--- src/rtl/pmem_arbiter_if.sv ---
// Bundle of the icache, dcache and pmem line-port signals around the arbiter.
// The slave modport is the arbiter's view; master is the surrounding caches and pmem.
interface pmem_arbiter_if #(
  parameter int unsigned ADDR_WIDTH = 32,
  parameter int unsigned LINE_WIDTH = 256
);
  logic                  i_read;
  logic [ADDR_WIDTH-1:0] i_addr;
  logic                  i_resp;
  logic [LINE_WIDTH-1:0] i_rdata;

  logic                  d_read;
  logic                  d_write;
  logic [ADDR_WIDTH-1:0] d_addr;
  logic [LINE_WIDTH-1:0] d_wdata;
  logic                  d_resp;
  logic [LINE_WIDTH-1:0] d_rdata;

  logic                  pmem_read;
  logic                  pmem_write;
  logic [ADDR_WIDTH-1:0] pmem_address;
  logic [LINE_WIDTH-1:0] pmem_wdata;
  logic [LINE_WIDTH-1:0] pmem_rdata;
  logic                  pmem_resp;

  modport slave (
    input  i_read, i_addr, d_read, d_write, d_addr, d_wdata, pmem_rdata, pmem_resp,
    output i_resp, i_rdata, d_resp, d_rdata, pmem_read, pmem_write, pmem_address, pmem_wdata
  );

  modport master (
    output i_read, i_addr, d_read, d_write, d_addr, d_wdata, pmem_rdata, pmem_resp,
    input  i_resp, i_rdata, d_resp, d_rdata, pmem_read, pmem_write, pmem_address, pmem_wdata
  );
endinterface

--- src/rtl/pmem_arbiter.sv ---
// Round-robin arbiter sharing one physical-memory line port between icache and dcache.
// Registers the granted request onto pmem and routes completion back to the owner.
module pmem_arbiter #(
  parameter int unsigned ADDR_WIDTH = 32,
  parameter int unsigned LINE_WIDTH = 256
) (
  input logic              clk,
  input logic              rst,
  pmem_arbiter_if.slave    bus
);

  localparam logic [ADDR_WIDTH-1:0] LINE_MASK = ~ADDR_WIDTH'(32'h1f);

  typedef enum logic [1:0] {
    IDLE  = 2'd0,
    GNT_I = 2'd1,
    GNT_D = 2'd2,
    DONE  = 2'd3
  } state_t;

  state_t                state_q, state_d;
  logic                  last_grant_q, last_grant_d;
  logic                  read_q, read_d;
  logic                  write_q, write_d;
  logic [ADDR_WIDTH-1:0] addr_q, addr_d;
  logic [LINE_WIDTH-1:0] wdata_q, wdata_d;
  logic                  i_resp_c, d_resp_c;
  logic                  d_req, pick_d;

  // State and pmem request registers
  always_ff @(posedge clk or posedge rst) begin
    if (rst) begin
      state_q      <= IDLE;
      last_grant_q <= 1'b0;
      read_q       <= 1'b0;
      write_q      <= 1'b0;
      addr_q       <= '0;
      wdata_q      <= '0;
    end else begin
      state_q      <= state_d;
      last_grant_q <= last_grant_d;
      read_q       <= read_d;
      write_q      <= write_d;
      addr_q       <= addr_d;
      wdata_q      <= wdata_d;
    end
  end

  // Arbitration, grant capture and completion routing
  always_comb begin
    state_d      = state_q;
    last_grant_d = last_grant_q;
    read_d       = read_q;
    write_d      = write_q;
    addr_d       = addr_q;
    wdata_d      = wdata_q;
    i_resp_c     = 1'b0;
    d_resp_c     = 1'b0;
    d_req        = bus.d_read | bus.d_write;
    // On contention the side that did not win last time is served
    pick_d       = d_req & (~bus.i_read | ~last_grant_q);

    unique case (state_q)
      IDLE: begin
        if (pick_d) begin
          state_d      = GNT_D;
          last_grant_d = 1'b1;
          addr_d       = bus.d_addr & LINE_MASK;
          wdata_d      = bus.d_wdata;
          write_d      = bus.d_write;
          read_d       = bus.d_read & ~bus.d_write;
        end else if (bus.i_read) begin
          state_d      = GNT_I;
          last_grant_d = 1'b0;
          addr_d       = bus.i_addr & LINE_MASK;
          write_d      = 1'b0;
          read_d       = 1'b1;
        end
      end
      GNT_I: begin
        if (bus.pmem_resp) begin
          i_resp_c = 1'b1;
          read_d   = 1'b0;
          write_d  = 1'b0;
          state_d  = DONE;
        end
      end
      GNT_D: begin
        if (bus.pmem_resp) begin
          d_resp_c = 1'b1;
          read_d   = 1'b0;
          write_d  = 1'b0;
          state_d  = DONE;
        end
      end
      DONE: begin
        state_d = IDLE;
      end
      default: begin
        state_d = IDLE;
      end
    endcase
  end

  assign bus.pmem_read    = read_q;
  assign bus.pmem_write   = write_q;
  assign bus.pmem_address = addr_q;
  assign bus.pmem_wdata   = wdata_q;
  assign bus.i_resp       = i_resp_c;
  assign bus.d_resp       = d_resp_c;
  assign bus.i_rdata      = bus.pmem_rdata;
  assign bus.d_rdata      = bus.pmem_rdata;

endmodule

--- src/flat_wrapper.sv ---
// flat-port wrapper written by rule: the top's interface ports become plain ports
module pmem_arbiter_flat 
#(
  parameter int unsigned ADDR_WIDTH = 32,
  parameter int unsigned LINE_WIDTH = 256
)
  (clk, rst, bus_i_read, bus_i_addr, bus_d_read, bus_d_write, bus_d_addr, bus_d_wdata, bus_pmem_rdata, bus_pmem_resp, bus_i_resp, bus_i_rdata, bus_d_resp, bus_d_rdata, bus_pmem_read, bus_pmem_write, bus_pmem_address, bus_pmem_wdata);
  pmem_arbiter_if #(.ADDR_WIDTH(ADDR_WIDTH), .LINE_WIDTH(LINE_WIDTH)) bus_i ();
  input logic clk;
  input logic rst;
  input wire logic [$bits(bus_i.i_read)-1:0] bus_i_read;
  input wire logic [$bits(bus_i.i_addr)-1:0] bus_i_addr;
  input wire logic [$bits(bus_i.d_read)-1:0] bus_d_read;
  input wire logic [$bits(bus_i.d_write)-1:0] bus_d_write;
  input wire logic [$bits(bus_i.d_addr)-1:0] bus_d_addr;
  input wire logic [$bits(bus_i.d_wdata)-1:0] bus_d_wdata;
  input wire logic [$bits(bus_i.pmem_rdata)-1:0] bus_pmem_rdata;
  input wire logic [$bits(bus_i.pmem_resp)-1:0] bus_pmem_resp;
  output wire logic [$bits(bus_i.i_resp)-1:0] bus_i_resp;
  output wire logic [$bits(bus_i.i_rdata)-1:0] bus_i_rdata;
  output wire logic [$bits(bus_i.d_resp)-1:0] bus_d_resp;
  output wire logic [$bits(bus_i.d_rdata)-1:0] bus_d_rdata;
  output wire logic [$bits(bus_i.pmem_read)-1:0] bus_pmem_read;
  output wire logic [$bits(bus_i.pmem_write)-1:0] bus_pmem_write;
  output wire logic [$bits(bus_i.pmem_address)-1:0] bus_pmem_address;
  output wire logic [$bits(bus_i.pmem_wdata)-1:0] bus_pmem_wdata;
  assign bus_i.i_read = bus_i_read;
  assign bus_i.i_addr = bus_i_addr;
  assign bus_i.d_read = bus_d_read;
  assign bus_i.d_write = bus_d_write;
  assign bus_i.d_addr = bus_d_addr;
  assign bus_i.d_wdata = bus_d_wdata;
  assign bus_i.pmem_rdata = bus_pmem_rdata;
  assign bus_i.pmem_resp = bus_pmem_resp;
  assign bus_i_resp = bus_i.i_resp;
  assign bus_i_rdata = bus_i.i_rdata;
  assign bus_d_resp = bus_i.d_resp;
  assign bus_d_rdata = bus_i.d_rdata;
  assign bus_pmem_read = bus_i.pmem_read;
  assign bus_pmem_write = bus_i.pmem_write;
  assign bus_pmem_address = bus_i.pmem_address;
  assign bus_pmem_wdata = bus_i.pmem_wdata;
  pmem_arbiter #(.ADDR_WIDTH(ADDR_WIDTH), .LINE_WIDTH(LINE_WIDTH)) u_core (.clk(clk), .rst(rst), .bus(bus_i));
endmodule
--- config.mk ---
export PLATFORM = sky130hd
export DESIGN_NAME = pmem_arbiter_flat
export DESIGN_NICKNAME = d
export VERILOG_FILES = /design/src/rtl/pmem_arbiter_if.sv /design/src/rtl/pmem_arbiter.sv /design/src/flat_wrapper.sv
export SDC_FILE = /design/constraint.sdc
export NUM_CORES = 1
export LEC_CHECK = 0
export ABC_CLOCK_PERIOD_IN_PS = 10600
export BUFFER_PORTS_ARGS = -buffer_cell sky130_fd_sc_hd__buf_4
export CAP_MARGIN = 40
export CORE_AREA = 2 2 540 542
export DETAILED_ROUTE_END_ITERATION = 6
export DIE_AREA = 0 0 542 544
export PLACE_DENSITY_LB_ADDON = 0.15
export SETUP_SLACK_MARGIN = 0.5
export SYNTH_ARGS = -nofsm -noshare
export SYNTH_HDL_FRONTEND = slang
export SYNTH_SLANG_ARGS = --single-unit
--- constraint.sdc ---
create_clock -name clk -period 10.6 [get_ports clk]
set_input_delay 0.53 -clock clk [delete_from_list [all_inputs] [get_ports clk]]
set_output_delay 0.53 -clock clk [all_outputs]
set_load 0.01 [all_outputs]
==> impl_metrics.json, run 1 <==
{
  "timing.rr.start": "u_core.state_q[0]",
  "hpwl_um": 90110,
  "gp_congestion": 0.6517,
  "hold_start": "bus_d_wdata[46]",
  "slew_headroom_pct": 37.47,
  "critPathCaptureType": "flip-flop",
  "die_w_um": 542,
  "cap_viol_max_count": 0,
  "yosys.area.top_type": "dfrtp_1",
  "nets": 2140,
  "grt_pass1_wl_um": 132500,
  "critical_path.slowest_cell": "buf_12",
  "final.period_utilization_pct": 31.73,
  "std_cell_rows": 198,
  "finalPower_w": 0.007211,
  "synth_compound_area_share_pct": 1.217,
  "clock-sinks": 288,
  "fin_tns_setup_ns": 0,
  "skew_ns": 0.02829,
  "synth.area.mux_share_pct": 25.52,
  "synth.area.top_cells": "dfrtp_1 45%, buf_4 24%, mux2_4 22%, mux2_2 2.1%, mux2i_1 1.8%",
  "ant_nets": 0,
  "grt_overflow": 0,
  "grt_pass1_vias": 10920,
  "die-area_um2": 294800,
  "r2r_slack_ns": 7.24,
  "clk_pin_slew_worst_paths_ns": 0.06,
  "wl_per_cell_um": 20.05,
  "multi_input_area_um2": 4536,
  "clock_latency_ns": 0.69,
  "root_buffer": "clkbuf_16",
  "layout_common_cells": "610 x buf_4, 288 x dfrtp_1, 229 x mux2_4",
  "status": "completed",
  "hold_viol_final": 0,
  "cp-start-kind": "flip-flop",
  "vias": 10090,
  "synth_warnings": 0,
  "synth_cell_type_count": 24,
  "slowest_delay_ns": 0.63,
  "grt_max_degree": 117,
  "power.leakage_nw": 10.82,
  "core_um2": 289400,
  "cp_top_family": "buffers and inverters",
  "met2_wirelength_um": 44610,
  "synthSimpleGateAreaFrac_pct": 0.9580,
  "cts_tree": "built",
  "period_minus_slack_ns": 3.363,
  "critPathKind": "flip-flop to flip-flop",
  "synth.cell_area_um2": 15930,
  "drt_iter0_markers": 280,
  "grt_usage_pct": 7.069,
  "final_common_cell": "buf_4",
  "detail_route.drc_violations": 0,
  "layout_setup_ws_ns": 7.237,
  "drive_above_1_share_pct": 60.30,
  "hp-class": "input port to flip-flop",
  "synthAdderAreaFrac_pct": 0.3926,
  "power.density_nw_per_um2": 286.3,
  "worst_slew_pin_slew_ns": 0.9380,
  "cts_buffers": 51,
  "wl_met1_um": 39240,
  "dr.pass1.iters": 4,
  "synth_top_family_by_area": "buffers and inverters",
  "critical_path_required_ns": 11.17,
  "rr_worst_depth": 6,
  "fin_area_um2": 25190,
  "crit_start": "u_core.state_q[0]",
  "crit_chain": "inv_1 -> ha_1 -> nand2_8 -> buf_4 -> buf_12 -> mux2_4",
  "placed_area_um2": 21220,
  "setup_viol": 0,
  "top_layer": "met5",
  "fmax_mhz": 297.3,
  "crit_path_end": "u_core.bus.pmem_wdata[136]",
  "clk_path_buf_depth": 3,
  "post_cts.repair.setup_buffers": 0,
  "cp.depth": 6,
  "timing.rr.end": "u_core.bus.pmem_wdata[136]",
  "wl_met3_um": 18750,
  "crit_buf_inv": 3,
  "die_h_um": 544,
  "syn_to_final_growth_pct": 58.07,
  "ys_ff_latch": 288,
  "synth_xor_xnor_area_share_pct": 0,
  "pre_cts_ws_ns": 7.117,
  "slew_violations": 0,
  "syn_area_per_cell_um2": 13.18,
  "syn_inst": 1209,
  "wl_um": 108100,
  "port_buffers": 602,
  "vdd_ir_drop_max_uv": 130.5,
  "antenna_found_initial": 56,
  "crit_fanout": 98,
  "seqCellArea_um2": 7207,
  "htreeDepth": 2,
  "synth-seq-area-share_pct": 45.23,
  "start_util_pct": 5.507,
  "fillers": 33510,
  "cp.arrival_ns": 3.93,
  "pin_count": 1386,
  "detail_route.vias_per_cell": 1.871,
  "synth_top_area_share_pct": 45.23,
  "rsz0062_at_grt": "no"
}
==> cell usage after synthesis, drive strengths merged <==
master / n
and2: 2
clkbuf: 5
a21oi: 3
nand2: 31
a211oi: 1
inv: 4
nor2: 1
o2bb2ai: 1
mux2i: 29
o31ai: 1
ha: 5
conb: 1
dfrtp: 288
o21ai: 27
buf: 548
and3b: 1
a2bb2oi: 1
mux2: 259
nor4b: 1
==> layer usage <==
metal / track usage (%) / vias to the layer above
met5: 0 / -
met4: 3.212 / 6
met3: 5.510 / 337
met2: 10.38 / 982
met1: 7.358 / 4559
li1: - / 4209
==> worst min-delay path by stage <==
stage | endpoint | cells after the start
finish | u_core.bus.pmem_wdata[46] | 2
global route | u_core.bus.pmem_wdata[46] | 2
CTS | u_core.bus.pmem_address[5] | 3
detailed placement | u_core.bus.pmem_address[17] | 2
global placement | u_core.bus.pmem_address[31] | 2
floorplan | u_core.last_grant_q | 2
==> stage by stage <==
step                hold slack, ns  std cells  utilization (%)
global route               0.02740       5392            8.703
finish                      0.1129       5394            8.704
detailed placement          0.4739       5075            7.334
CTS                     0.00009576       5392            8.703
global placement            0.4772       5072            7.305
floorplan                   0.5146       1213                -
==> final cells by class <==
class                           instances  area share (%)
Multi-Input combinational cell        368           18.01
Antenna cell                            2         0.01987
Sequential cell                       288           28.61
Timing Repair Buffer                  840           27.61
Tap cell                             3800           18.88
Clock buffer                           74           5.931
Inverter                                4         0.08942
Clock inverter                         18          0.8495
==> power by group <==
group	switching (W)	internal, W	leakage [nW]	total (W)
Combinational	0.00164	0.00175	6.58	0.00339
Clock	0.000749	0.00105	0.826	0.00180
Sequential	0.000354	0.00167	3.42	0.00203
Total	0.00274	0.00447	10.8	0.00721
==> cells by family after synthesis <==
kind of cell | after synthesis
other | 1
multiplexers | 288
AND/OR/NAND/NOR | 36
adder cells (fa/ha/maj) | 5
flip-flops | 288
AO/OA/AOI/OAI | 34
buffers and inverters | 557
==> sequential cells by signal (all words and copies together) (netlist names) <==
register / cells
u_core.state_q: 2
u_core.bus.pmem_write: 1
u_core.bus.pmem_address: 27
u_core.last_grant_q: 1
u_core.bus.pmem_read: 1
u_core.bus.pmem_wdata: 256
==> repair_timing <==
action | CTS | global route
resized for setup | 0 | 0
hold buffers | 225 | 0
hold endpoints to repair | 264 | 0
Note: power is estimated with default switching activity, not from simulation.
==> run 2: changes to the inputs <==
--- a/config.mk
+++ b/config.mk
@@ -5,12 +5,13 @@
 export SDC_FILE = /design/constraint.sdc
 export NUM_CORES = 1
 export LEC_CHECK = 0
-export ABC_CLOCK_PERIOD_IN_PS = 10600
+export ABC_AREA = 1
+export ABC_CLOCK_PERIOD_IN_PS = 3200
 export BUFFER_PORTS_ARGS = -buffer_cell sky130_fd_sc_hd__buf_4
 export CAP_MARGIN = 40
-export CORE_AREA = 2 2 540 542
+export CORE_AREA = 2 2 538 540
 export DETAILED_ROUTE_END_ITERATION = 6
-export DIE_AREA = 0 0 542 544
+export DIE_AREA = 0 0 540 542
 export PLACE_DENSITY_LB_ADDON = 0.15
 export SETUP_SLACK_MARGIN = 0.5
 export SYNTH_ARGS = -nofsm -noshare
==> constraint.sdc (replaced) <==
create_clock -name clk -period 3.2 [get_ports clk]
set_input_delay 0.16 -clock clk [delete_from_list [all_inputs] [get_ports clk]]
set_output_delay 0.16 -clock clk [all_outputs]
set_load 0.01 [all_outputs]
==> impl_metrics.json, run 2 <==
{
  "status": "completed",
  "post_cts.repair.setup_buffers": 0,
  "hp-class": "input port to flip-flop",
  "ant_nets": 0,
  "wl_um": 112800,
  "drive_above_1_share_pct": 30.28,
  "hpwl_um": 92640,
  "rsz0062_at_grt": "no",
  "synth_top_area_share_pct": 46.68,
  "setup_viol": 0,
  "critical_path.slowest_cell": "dlygate4sd3_1",
  "layout_common_cells": "899 x nand2_1, 621 x buf_4, 321 x dlygate4sd3_1",
  "drt_iter0_markers": 561,
  "synthTopCellsByCount": "899 x nand2_1, 551 x buf_4, 288 x dfrtp_1, 66 x inv_1, 30 x nand3_1",
  "power.density_nw_per_um2": 874.8,
  "postCtsHoldBufs": 321,
  "slew_headroom_pct": 55.88,
  "syn_area_per_cell_um2": 8.200,
  "critical_path_required_ns": 3.80,
  "synth.cell_area_um2": 15440,
  "grt_pass1_vias": 14360,
  "dr.pass1.iters": 4,
  "cts_tree": "built",
  "final.period_utilization_pct": 76.57,
  "antenna_found_initial": 19,
  "detail_route.vias_per_cell": 2.157,
  "cts_buffers": 48,
  "grt_usage_pct": 7.472,
  "core_um2": 286900,
  "period_minus_slack_ns": 2.450,
  "worst_slew_pin_slew_ns": 0.6609,
  "grt_overflow": 0,
  "power.leakage_nw": 11.79,
  "yosys.area.top_type": "dfrtp_1",
  "gp_congestion": 0.7361,
  "synth_most_common_cell": "nand2_1",
  "synth_edf_count": 0,
  "clock_latency_ns": 0.67,
  "grt_pass1_wl_um": 144900,
  "synth.area.top_cells": "dfrtp_1 47%, buf_4 27%, nand2_1 22%, inv_1 1.6%, nand3_1 0.97%",
  "cts_resized": 0,
  "syn_inst": 1883,
  "final_common_cell": "nand2_1",
  "critPathCaptureType": "flip-flop",
  "synth_warnings": 0,
  "clk_pin_slew_worst_paths_ns": 0.06,
  "vias": 13230,
  "synth-seq-area-share_pct": 46.68,
  "hold_viol_final": 0,
  "detail_route.drc_violations": 0,
  "wl_per_cell_um": 18.39,
  "root_buffer": "clkbuf_16",
  "start_util_pct": 5.381,
  "die_h_um": 542,
  "clk_path_buf_depth": 3,
  "cp-start-kind": "flip-flop",
  "die-area_um2": 292700,
  "synth_cell_type_count": 18,
  "finish.utilization_pct": 8.903,
  "largest_register_ff_count": 256,
  "cap_viol_max_count": 0,
  "synth-main-ff-cell": "dfrtp_1",
  "slew_violations": 0,
  "port_buffers": 602,
  "fmax_mhz": 408.1,
  "whs_ns": 0.2279,
  "vdd_ir_drop_max_uv": 402.0,
  "crit_chain": "inv_1 -> ha_1 -> inv_1 -> a21oi_4 -> buf_4 -> nand3_1 -> dlygate4sd3_1 -> nand2_1",
  "htreeDepth": 2,
  "std_cell_rows": 197,
  "nets": 2895,
  "cp.arrival_ns": 3.05,
  "ys_async_sr_fraction_pct": 100.0,
  "grt_max_degree": 74,
  "crit_fanout": 17,
  "slowest_delay_ns": 0.57,
  "skew_ns": 0.02511,
  "ys_ff_latch": 288,
  "syn_to_final_growth_pct": 65.44,
  "pin_count": 1386,
  "clock-sinks": 288,
  "die_w_um": 540,
  "cpMostUsedCell": "inv_1",
  "critPathKind": "flip-flop to flip-flop"
}
run 2: layout make-up:
type | count | area, um2
antenna | 6 | 15.01
clock buffer | 73 | 1396
clock inverter | 14 | 160.2
fill | 33710 | 261400
inverter | 70 | 274.0
multi-input combinational | 947 | 3665
sequential | 288 | 7207
tap | 3781 | 4731
timing repair buffer | 953 | 8095
run 2: cell families (layout without fill, tap and decap cells):
| kind of cell | Yosys count | after routing | share of synthesized area [%] |
|---|---|---|---|
| adders and majority gates | 5 | 5 | 0.4052 |
| buffers and inverters | 652 | 1110 | 29.68 |
| DFF | 288 | 288 | 46.68 |
| other | 1 | 11 | 0.02429 |
| and+or+nand+nor | 935 | 935 | 23.07 |
| AOI/OAI and AO/OA | 2 | 2 | 0.1378 |
run 2: worst paths after layout:
check	depth (start not counted)	startpoint	slack (ns)	to
setup / recovery	8	u_core.state_q[0]	0.75	u_core.bus.pmem_address[8]
max in group asynchronous	5	rst	2.10	u_core.bus.pmem_wdata[213]
hold / removal	4	bus_d_wdata[120]	0.23	u_core.bus.pmem_wdata[120]
hold reg to reg	2	u_core.bus.pmem_wdata[140]	0.47	u_core.bus.pmem_wdata[140]
setup reg to reg	8	u_core.state_q[0]	0.75	u_core.bus.pmem_address[8]
min in group asynchronous	4	rst	0.40	u_core.bus.pmem_wdata[132]
run 2: power by group:
part | internal (W) | total, W | switching [W]
logic | 0.00409 | 0.0102 | 0.00616
registers | 0.00546 | 0.00656 | 0.00111
clock network | 0.00323 | 0.00553 | 0.00231
total | 0.0128 | 0.0223 | 0.00957
run 2: through the flow:
stage	TNS (ns)	area [um2]	cells	power, W	setup slack, ns
4_1_cts	0	25530	6126	0.02350	0.6843
3_3_place_gp	0	20760	5718	0.01702	0.8923
6_report	0	25540	6132	0.02235	0.7498
5_1_grt	0	25530	6126	0.02459	0.5018
2_1_floorplan	-224.41	15460	1887	0.01108	-0.7792
3_5_place_dp	0	20760	5718	0.01697	0.8814
run 2: critical path, delay by kind of cell (launching register included):
kind,cells,cell delay [ns]
AOI/OAI and AO/OA,1,0.44
adders and majority gates,1,0.20
and+or+nand+nor,2,0.17
buffers and inverters,4,1.14
DFF,1,0.42
run 2: layer usage:
metal / vias up / share of wire, % / GRT usage (%) / wire [um]
met3: 361 / 19 / 6.535 / 21710
li1: 5975 / - / - / -
met5: - / 0.024 / 0 / 27
met1: 5945 / 36 / 7.673 / 40220
met4: 4 / 6.5 / 4.452 / 7346
met2: 940 / 39 / 10.07 / 43490
==> run 3: changes to the inputs <==
--- a/config.mk
+++ b/config.mk
@@ -6,7 +6,7 @@
 export NUM_CORES = 1
 export LEC_CHECK = 0
 export ABC_AREA = 1
-export ABC_CLOCK_PERIOD_IN_PS = 3200
+export ABC_CLOCK_PERIOD_IN_PS = 2600
 export BUFFER_PORTS_ARGS = -buffer_cell sky130_fd_sc_hd__buf_4
 export CAP_MARGIN = 40
 export CORE_AREA = 2 2 538 540
==> constraint.sdc (replaced) <==
create_clock -name clk -period 2.6 [get_ports clk]
set_input_delay 0.13 -clock clk [delete_from_list [all_inputs] [get_ports clk]]
set_output_delay 0.13 -clock clk [all_outputs]
set_load 0.01 [all_outputs]
==> impl_metrics.json, run 3 (synthesis gave the netlist of run 2 again) <==
{
  "status": "completed",
  "fin_tns_setup_ns": 0,
  "crit_chain": "inv_1 -> ha_1 -> inv_1 -> nor2_4 -> buf_12 -> buf_16 -> nand2_1 -> nand2_1",
  "layout_common_cells": "899 x nand2_1, 630 x buf_4, 321 x dlygate4sd3_1",
  "slowest_delay_ns": 0.42,
  "nets": 2913,
  "hp-class": "input port to flip-flop",
  "drive_above_1_share_pct": 30.78,
  "grt_pass1_wl_um": 144100,
  "crit_buf_inv": 4,
  "critical_path.slowest_cell": "dfrtp_1",
  "skew_ns": 0.05034,
  "dp.cells": 5732,
  "period_minus_slack_ns": 1.985,
  "cts_tree": "built",
  "die_h_um": 542,
  "layout_setup_ws_ns": 0.6150,
  "slew_violations": 0,
  "rsz0062_at_grt": "yes",
  "htreeDepth": 2,
  "clk_pin_slew_worst_paths_ns": 0.05,
  "detail_route.drc_violations": 0,
  "clk_path_buf_depth": 3,
  "fmax_mhz": 503.8,
  "pin_count": 1386,
  "final_common_cell": "nand2_1",
  "wl_um": 112900,
  "hold_viol_final": 0,
  "root_buffer": "clkbuf_16",
  "final_cell_count_no_fill": 6151,
  "ant_nets": 0,
  "wl_per_cell_um": 18.36,
  "finish.utilization_pct": 9.013,
  "critPathKind": "flip-flop to flip-flop",
  "detail_route.vias_per_cell": 2.167,
  "clock_latency_ns": 0.72,
  "pre_cts_ws_ns": 0.4295,
  "clock-sinks": 288,
  "dr.pass1.iters": 4,
  "cp-start-kind": "flip-flop",
  "cp.arrival_ns": 2.62,
  "syn_to_final_growth_pct": 67.48,
  "vias": 13330,
  "largest_register_ff_count": 256,
  "vdd_ir_drop_max_uv": 500.1,
  "antenna_found_initial": 32,
  "critPathCaptureType": "flip-flop",
  "core_um2": 286900,
  "cts_buffers": 49,
  "slew_headroom_pct": 54.74,
  "power.leakage_nw": 11.97,
  "cp_top_family": "buffers and inverters",
  "grt_max_degree": 71,
  "multi_input_area_um2": 3665,
  "power.density_nw_per_um2": 1065,
  "grt_pass1_vias": 14290,
  "port_buffers": 602,
  "die-area_um2": 292700,
  "seqCellArea_um2": 7207,
  "drt_iter0_markers": 555,
  "std_cell_rows": 197,
  "grt_usage_pct": 7.428,
  "cap_viol_max_count": 0,
  "worst_slew_pin_slew_ns": 0.6789,
  "setup_viol": 0,
  "gp_congestion": 0.7566,
  "hpwl_um": 92670,
  "critical_path_required_ns": 3.24,
  "final.period_utilization_pct": 76.35,
  "grt_overflow": 0,
  "whs_ns": 0.1792,
  "fillers": 33640,
  "crit_fanout": 70,
  "start_util_pct": 5.381,
  "die_w_um": 540
}
-- run 3: changes by cell type in the layout (fill, tap and decap cells not counted), sizes merged --
cell      delta
buf         +16
bufinv       +1
clkinv       -6
clkinvlp     +2
diode        +5
inv          +1
-- run 3: repair_timing --
| item | 4_1_cts | 5_1_grt |
|---|---|---|
| buffers inserted | 0 | 2 |
| endpoints found under the hold margin | 467 | 0 |
| gates resized for setup | 3 | 3 |
| cloned | 0 | 1 |
| endpoints found under the setup margin | 84 | 30 |
| hold buffers | 321 | 0 |
-- run 3: cell type report --
type                            count  share of cell area [%]
Timing Repair Buffer              970                   32.20
Sequential cell                   288                   27.87
Tap cell                         3781                   18.29
Multi-Input combinational cell    947                   14.17
Clock buffer                       72                   5.424
Inverter                           70                   1.094
Clock inverter                     12                  0.8419
Antenna cell                       11                  0.1064
-- run 3: metrics by stage --
stage                     cell area [um2]  total power [W]
after floorplan                     15460          0.01364
after global placement              20910          0.02075
after detailed placement            20910          0.02068
after CTS                           25760          0.02870
after global routing                25830          0.03016
final                               25860          0.02753
-- run 3: report_power, final --
group          internal (W)  total (W)  switching [W]  leakage [nW]
registers           0.00672    0.00811        0.00139          3.55
clock network       0.00413    0.00700        0.00287         0.784
logic               0.00506     0.0124        0.00736          7.63
-- run 3: final timing paths --
path / startpoint / to / slack [ns] / depth (start not counted)
worst min register to register: u_core.bus.pmem_wdata[145] / u_core.bus.pmem_wdata[145] / 0.47 / 2
worst max register to register: u_core.state_q[1] / u_core.bus.pmem_wdata[188] / 0.62 / 8
worst min-delay path: bus_d_wdata[223] / u_core.bus.pmem_wdata[223] / 0.18 / 4
worst max-delay path: u_core.state_q[1] / u_core.bus.pmem_wdata[188] / 0.62 / 8
min in group asynchronous: rst / u_core.bus.pmem_wdata[218] / 0.34 / 4
max in group asynchronous: rst / u_core.bus.pmem_wdata[175] / 1.64 / 5
-- run 3: worst min-delay path, cell delays in order --
cell           delay [ns]
dlygate4sd3_1        0.52
buf_4                0.10
nand2_1              0.04
nand2_1              0.05
-- run 3: metal layers --
metal | share of wire [%] | vias to the layer above | global-route usage, % | wire [um]
met1 | 37 | 5986 | 7.896 | 41440
met3 | 18 | 370 | 5.902 | 19990
met2 | 40 | 951 | 10.33 | 45050
met5 | 0.033 | - | 0.01644 | 37
li1 | - | 6017 | - | -
met4 | 5.7 | 6 | 3.962 | 6424
